[src/rtl/window_shift_reg_if.sv]
// window_shift_reg_if: control, sample and window-output bundle
// shared between a sample source and window_shift_reg.
interface window_shift_reg_if #(
   parameter int WIDTH    = 37,
   parameter int DEPTH    = 5,
   parameter int CHANNELS = 1,
   parameter int SW       = WIDTH + $clog2(DEPTH) + 1
);
   localparam int FW = $clog2(DEPTH + 1);

   logic                            en;
   logic                            data_ready;
   logic                            clr;
   logic [CHANNELS*WIDTH-1:0]       din;
   logic [CHANNELS*DEPTH*WIDTH-1:0] dout;
   logic [CHANNELS*SW-1:0]          sum;
   logic [FW-1:0]                   fill;
   logic                            data_valid;
   logic                            win_strobe;

   modport master (
      output en, data_ready, clr, din,
      input  dout, sum, fill, data_valid, win_strobe
   );

   modport slave (
      input  en, data_ready, clr, din,
      output dout, sum, fill, data_valid, win_strobe
   );
endinterface

[src/rtl/window_shift_reg.sv]
// window_shift_reg: multi-channel sliding window with fill tracking
// and a per-channel running sum of the current window.
module window_shift_reg #(
   parameter int WIDTH    = 37,
   parameter int DEPTH    = 5,
   parameter int CHANNELS = 1,
   parameter int SW       = WIDTH + $clog2(DEPTH) + 1
) (
   input logic               clk,
   input logic               rst,
   window_shift_reg_if.slave bus
);
   localparam int FW = $clog2(DEPTH + 1);
   localparam logic [FW-1:0] FULL_CNT = FW'(DEPTH);

   typedef enum logic [1:0] {
      S_EMPTY,
      S_FILLING,
      S_FULL
   } fill_state_t;

   fill_state_t   r_state, w_state_nxt;
   logic [FW-1:0] r_fill, w_fill_nxt;
   logic          r_dv, w_dv_nxt;
   logic          r_ws, w_ws_nxt;
   logic          w_acc, w_clr;

   logic signed [WIDTH-1:0] r_tap [CHANNELS][DEPTH];
   logic signed [SW-1:0]    r_sum [CHANNELS];
   logic signed [SW-1:0]    w_sum_nxt [CHANNELS];
   logic signed [WIDTH-1:0] w_din [CHANNELS];

   // clr wins over a same-cycle strobe; the sample is dropped
   assign w_clr = bus.en & bus.clr;
   assign w_acc = bus.en & bus.data_ready & ~bus.clr;

   always_ff @(posedge clk or negedge rst) begin
      if (!rst) begin
         r_state <= S_EMPTY;
         r_fill  <= '0;
         r_dv    <= 1'b0;
         r_ws    <= 1'b0;
      end else begin
         r_state <= w_state_nxt;
         r_fill  <= w_fill_nxt;
         r_dv    <= w_dv_nxt;
         r_ws    <= w_ws_nxt;
      end
   end

   always_comb begin
      w_state_nxt = r_state;
      w_fill_nxt  = r_fill;
      w_dv_nxt    = r_dv;
      w_ws_nxt    = 1'b0;
      unique case (1'b1)
         w_clr: begin
            w_state_nxt = S_EMPTY;
            w_fill_nxt  = '0;
            w_dv_nxt    = 1'b0;
         end
         w_acc: begin
            case (r_state)
               S_FULL: ;
               default: begin
                  w_fill_nxt  = r_fill + FW'(1);
                  w_state_nxt = (w_fill_nxt == FULL_CNT) ?
                                S_FULL : S_FILLING;
               end
            endcase
            w_dv_nxt = (w_state_nxt == S_FULL);
            w_ws_nxt = w_dv_nxt;
         end
         default: ;
      endcase
   end

   // unfilled taps hold 0, so the sum is exact before the window is full
   always_comb begin
      for (int c = 0; c < CHANNELS; c++) begin
         w_sum_nxt[c] = r_sum[c] + SW'(w_din[c])
                        - SW'(r_tap[c][DEPTH-1]);
      end
   end

   always_ff @(posedge clk or negedge rst) begin
      if (!rst) begin
         for (int c = 0; c < CHANNELS; c++) begin
            r_sum[c] <= '0;
            for (int k = 0; k < DEPTH; k++) r_tap[c][k] <= '0;
         end
      end else if (w_clr) begin
         for (int c = 0; c < CHANNELS; c++) begin
            r_sum[c] <= '0;
            for (int k = 0; k < DEPTH; k++) r_tap[c][k] <= '0;
         end
      end else if (w_acc) begin
         for (int c = 0; c < CHANNELS; c++) begin
            r_sum[c]    <= w_sum_nxt[c];
            r_tap[c][0] <= w_din[c];
            for (int k = 1; k < DEPTH; k++)
               r_tap[c][k] <= r_tap[c][k-1];
         end
      end
   end

   for (genvar c = 0; c < CHANNELS; c++) begin : g_ch
      assign w_din[c] = bus.din[c*WIDTH +: WIDTH];
      assign bus.sum[c*SW +: SW] = r_sum[c];
      for (genvar k = 0; k < DEPTH; k++) begin : g_tap
         assign bus.dout[(c*DEPTH+k)*WIDTH +: WIDTH] = r_tap[c][k];
      end
   end

   assign bus.fill       = r_fill;
   assign bus.data_valid = r_dv;
   assign bus.win_strobe = r_ws;
endmodule

[src/flat_wrapper.sv]
// flat-port wrapper written by rule: the top's interface ports become plain ports
module window_shift_reg_flat 
#(
   parameter int WIDTH    = 37,
   parameter int DEPTH    = 5,
   parameter int CHANNELS = 1,
   parameter int SW       = WIDTH + $clog2(DEPTH) + 1
)
  (clk, rst, bus_en, bus_data_ready, bus_clr, bus_din, bus_dout, bus_sum, bus_fill, bus_data_valid, bus_win_strobe);
  window_shift_reg_if #(.WIDTH(WIDTH), .DEPTH(DEPTH), .CHANNELS(CHANNELS), .SW(SW)) bus_i ();
  input logic clk;
  input logic rst;
  input wire logic [$bits(bus_i.en)-1:0] bus_en;
  input wire logic [$bits(bus_i.data_ready)-1:0] bus_data_ready;
  input wire logic [$bits(bus_i.clr)-1:0] bus_clr;
  input wire logic [$bits(bus_i.din)-1:0] bus_din;
  output wire logic [$bits(bus_i.dout)-1:0] bus_dout;
  output wire logic [$bits(bus_i.sum)-1:0] bus_sum;
  output wire logic [$bits(bus_i.fill)-1:0] bus_fill;
  output wire logic [$bits(bus_i.data_valid)-1:0] bus_data_valid;
  output wire logic [$bits(bus_i.win_strobe)-1:0] bus_win_strobe;
  assign bus_i.en = bus_en;
  assign bus_i.data_ready = bus_data_ready;
  assign bus_i.clr = bus_clr;
  assign bus_i.din = bus_din;
  assign bus_dout = bus_i.dout;
  assign bus_sum = bus_i.sum;
  assign bus_fill = bus_i.fill;
  assign bus_data_valid = bus_i.data_valid;
  assign bus_win_strobe = bus_i.win_strobe;
  window_shift_reg #(.WIDTH(WIDTH), .DEPTH(DEPTH), .CHANNELS(CHANNELS), .SW(SW)) u_core (.clk(clk), .rst(rst), .bus(bus_i));
endmodule
[config.mk]
export PLATFORM = sky130hd
export DESIGN_NAME = window_shift_reg_flat
export DESIGN_NICKNAME = d
export VERILOG_FILES = /design/src/rtl/window_shift_reg_if.sv /design/src/rtl/window_shift_reg.sv /design/src/flat_wrapper.sv
export SDC_FILE = /design/constraint.sdc
export NUM_CORES = 1
export LEC_CHECK = 0
export BUFFER_PORTS_ARGS = -buffer_cell sky130_fd_sc_hd__buf_2
export CAP_MARGIN = 25
export CORE_MARGIN = 2
export CORE_UTILIZATION = 28
export CTS_CLUSTER_SIZE = 24
export DETAILED_ROUTE_END_ITERATION = 16
export PLACE_DENSITY_LB_ADDON = 0.08
export SLEW_MARGIN = 10
export SYNTH_ARGS = -nofsm -noshare
export SYNTH_HDL_FRONTEND = slang
export SYNTH_SLANG_ARGS = --single-unit
[constraint.sdc]
create_clock -name clk -period 3.2 [get_ports clk]
set_input_delay 0.16 -clock clk [delete_from_list [all_inputs] [get_ports clk]]
set_output_delay 0.16 -clock clk [all_outputs]
set_load 0.01 [all_outputs]
==> impl_metrics.tcl <==
set metrics [dict create \
    grt_start_max_net_pins 96 \
    grt_pass1_vias 10100 \
    area_delta_synth_final_pct 36.4 \
    violations "setup timing" \
    mappedNetlistNets 1271 \
    place.port_buffers 272 \
    outcome "complete, but fails checks" \
    number_of_placement_rows 75 \
    die_h_um 210 \
    measured_slew_at_the_worst_slew_check_pin_ns 0.789 \
    cp-start-kind "flip-flop" \
    track_usage 0.164 \
    synthesized_cell_area_um2 11900 \
    yosysUniqueCellTypes 53 \
    synth_async_sr_flop_share 1.00 \
    post_dp_cell_area_um2 14600 \
    max_freq_ghz 0.311 \
    htree_num_levels 1 \
    ctsRootBufferMaster "clkbuf_16" \
    layout-drive-gt1-share 0.310 \
    dr.first_iter.drc_count 586 \
    route.vias.total 9841 \
    fin_nets 1647 \
    initial_utilization 0.284 \
    max_slew_margin 0.474 \
    drc 0 \
    setup_tns_ns -0.0554 \
    fin_area_um2 16200 \
    required_ns 3.64 \
    multi_input_gate_area_um2 5590 \
    die_width_um 210 \
    dieArea_um2 44200 \
    timing_max_transition_violations_final 0 \
    grt_antenna_before_repair 2 \
    seq_area_frac_synth 0.489 \
    vdd.ir_drop.worst_v 0.000326 \
    final_core_util 0.387 \
    layout.cells.most_common_list "buf_2, dfrtp_1, inv_1, a22o_1, nand2_1" \
    arrival_ns 3.66 \
    setup-violations-final 4 \
    routed_wire_length_per_instance_um 17.6 \
    synthCells 1145 \
    register_area_um2 5830 \
    worst_setup_hold_path_clk_slew_ns 0.06 \
    io_pins 273 \
    layout_commonest_cell "buf_2" \
    ys_dominant_reg_cell "dfrtp_1" \
    gp_congestion 0.771 \
    overflow 0 \
    fill_cells 4247 \
    antenna_left 0 \
    grt_setup_unrepaired "yes" \
    worstSetupEndpointType "flip-flop" \
    post_route_fraction_of_the_period_consumed_by_the_critical_path 1.01 \
    routed_wirelength_mm 36.6 \
    core_area_um2 41900 \
    cts_buffers 28 \
    drt_first_pass_iters 5 \
    drt-vias-per-instance 4.73 \
    maxCapViolCount 0 \
    synth_seq_cells 233 \
    postLayoutSetupSlackWorst_ns -0.0178 \
    synth_enable_flop_cells 0 \
    fin_worst_skew_ns 0.0249 \
    grt_pass1_wl_mm 58.1 \
    worst_hold_path_type "input pin to flip-flop" \
    dp_hpwl_mm 26.2 \
    clock_latency_reported_for_the_late_side_of_the_worst_skew_pair_ns 0.57 \
    syn_area_per_cell_um2 10.4 \
    hold_viol 0 \
    pwr_density_cell_nw_per_um2 791 \
    cts_tree "yes" \
    clkSinkCount 233 \
    period_minus_slack_ns 3.22 \
    power_leakage_nw 8.57 \
    cp_max_fo 3 \
    cts.path.max_buffers 3 \
    synth-warning-count 0 \
    path_type_of_the_worst_setup_path "flip-flop to flip-flop" \
]
==> through the flow <==
step	cells	power, W	hold slack (ns)	worst slack, ns
2_1_floorplan	1145	0.00694	-0.136	0.00441
3_3_place_gp	1988	0.00906	0.270	-0.248
3_5_place_dp	1988	0.00904	0.269	-0.254
4_1_cts	2076	0.0127	0.0106	-0.114
5_1_grt	2079	0.0138	0.0610	-0.221
6_report	2080	0.0129	0.0445	-0.0178
==> synthesized netlist by cell type (15+ instances only) <==
cell type,n,area (um^2)
ha_1,44,551
inv_1,169,634
o21ai_1,27,135
fa_1,40,801
a22o_1,153,1340
xor2_1,17,149
a21o_1,18,135
xnor2_1,15,131
o21ai_0,68,340
nand2_1,109,409
clkbuf_1,59,221
nor2_1,26,97.6
a21oi_1,47,235
dfrtp_1,233,5830
==> layer usage <==
| layer | vias up | routed length [um] | track usage |
|---|---|---|---|
| met5 | - | 16 | 0 |
| met4 | 2 | 641 | 0.0411 |
| met2 | 208 | 16600 | 0.253 |
| met3 | 38 | 1930 | 0.0331 |
| met1 | 4894 | 17400 | 0.236 |
| li1 | 4699 | - | - |
==> cells by family (layout without fill, tap and decap cells) <==
group,Yosys count,count (layout),synth area share
AOI/OAI and AO/OA,361,361,0.221
adders and majority gates,84,84,0.113
muxes,6,6,0.00504
other,0,1,0
xor gates and xnor gates,32,32,0.0235
and+or+nand+nor,201,201,0.0762
buffers and inverters,228,623,0.0718
DFF,233,233,0.489
==> sequential cells by signal, indices dropped and copies added, names as in the netlist <==
signal / flops
u_core.bus.data_valid: 1
u_core.r_state: 2
u_core.bus.dout: 185
u_core.bus.sum: 41
u_core.bus.win_strobe: 1
u_core.bus.fill: 3
==> report_power, final <==
group          internal (W)  switching [W]
Sequential          0.00322       0.000208
Clock               0.00208        0.00132
Combinational       0.00264        0.00338
Total               0.00794        0.00491
==> worst max-delay path, stage by stage, from the launching register on <==
cell       delay [ns]
dfrtp_1          0.38
inv_2            0.06
fa_2             0.46
fa_2             0.41
nor2b_2          0.14
o31a_1           0.23
o31a_4           0.18
o21ai_4          0.06
a2111oi_4        0.36
o31ai_4          0.14
a2111oi_2        0.38
mux2i_1          0.23
nand2_1          0.06
==> timing repair <==
action	in CTS	in global routing
hold buffers	37	0
endpoints found under the hold margin	128	0
buffers inserted	2	4
gates resized for setup	14	42
pin swaps	11	21
endpoints found under the setup margin	18	19
==> worst paths after layout <==
path	depth (start not counted)	slack, ns	start	to
hold / removal	3	0.04	bus_din[36]	u_core.bus.dout[36]$_DFFE_PN0P_
hold reg to reg	1	0.48	u_core.bus.data_valid$_DFFE_PN0P_	u_core.bus.data_valid$_DFFE_PN0P_
setup / recovery	12	-0.02	u_core.bus.sum[1]$_DFFE_PN0P_	u_core.bus.sum[34]$_DFFE_PN0P_
setup reg to reg	12	-0.02	u_core.bus.sum[1]$_DFFE_PN0P_	u_core.bus.sum[34]$_DFFE_PN0P_
max in group asynchronous	3	2.13	rst	u_core.bus.dout[86]$_DFFE_PN0P_
min in group asynchronous	2	0.25	rst	u_core.bus.dout[140]$_DFFE_PN0P_
==> area by class of cell <==
class | count | share of cell area
sequential | 233 | 0.359
multi-input combinational | 684 | 0.344
timing repair buffer | 405 | 0.157
clock buffer | 39 | 0.0501
tap | 539 | 0.0415
inverter | 169 | 0.0390
clock inverter | 10 | 0.00963
antenna | 1 | 0.000154
Note: power is estimated with default switching activity, not from simulation.
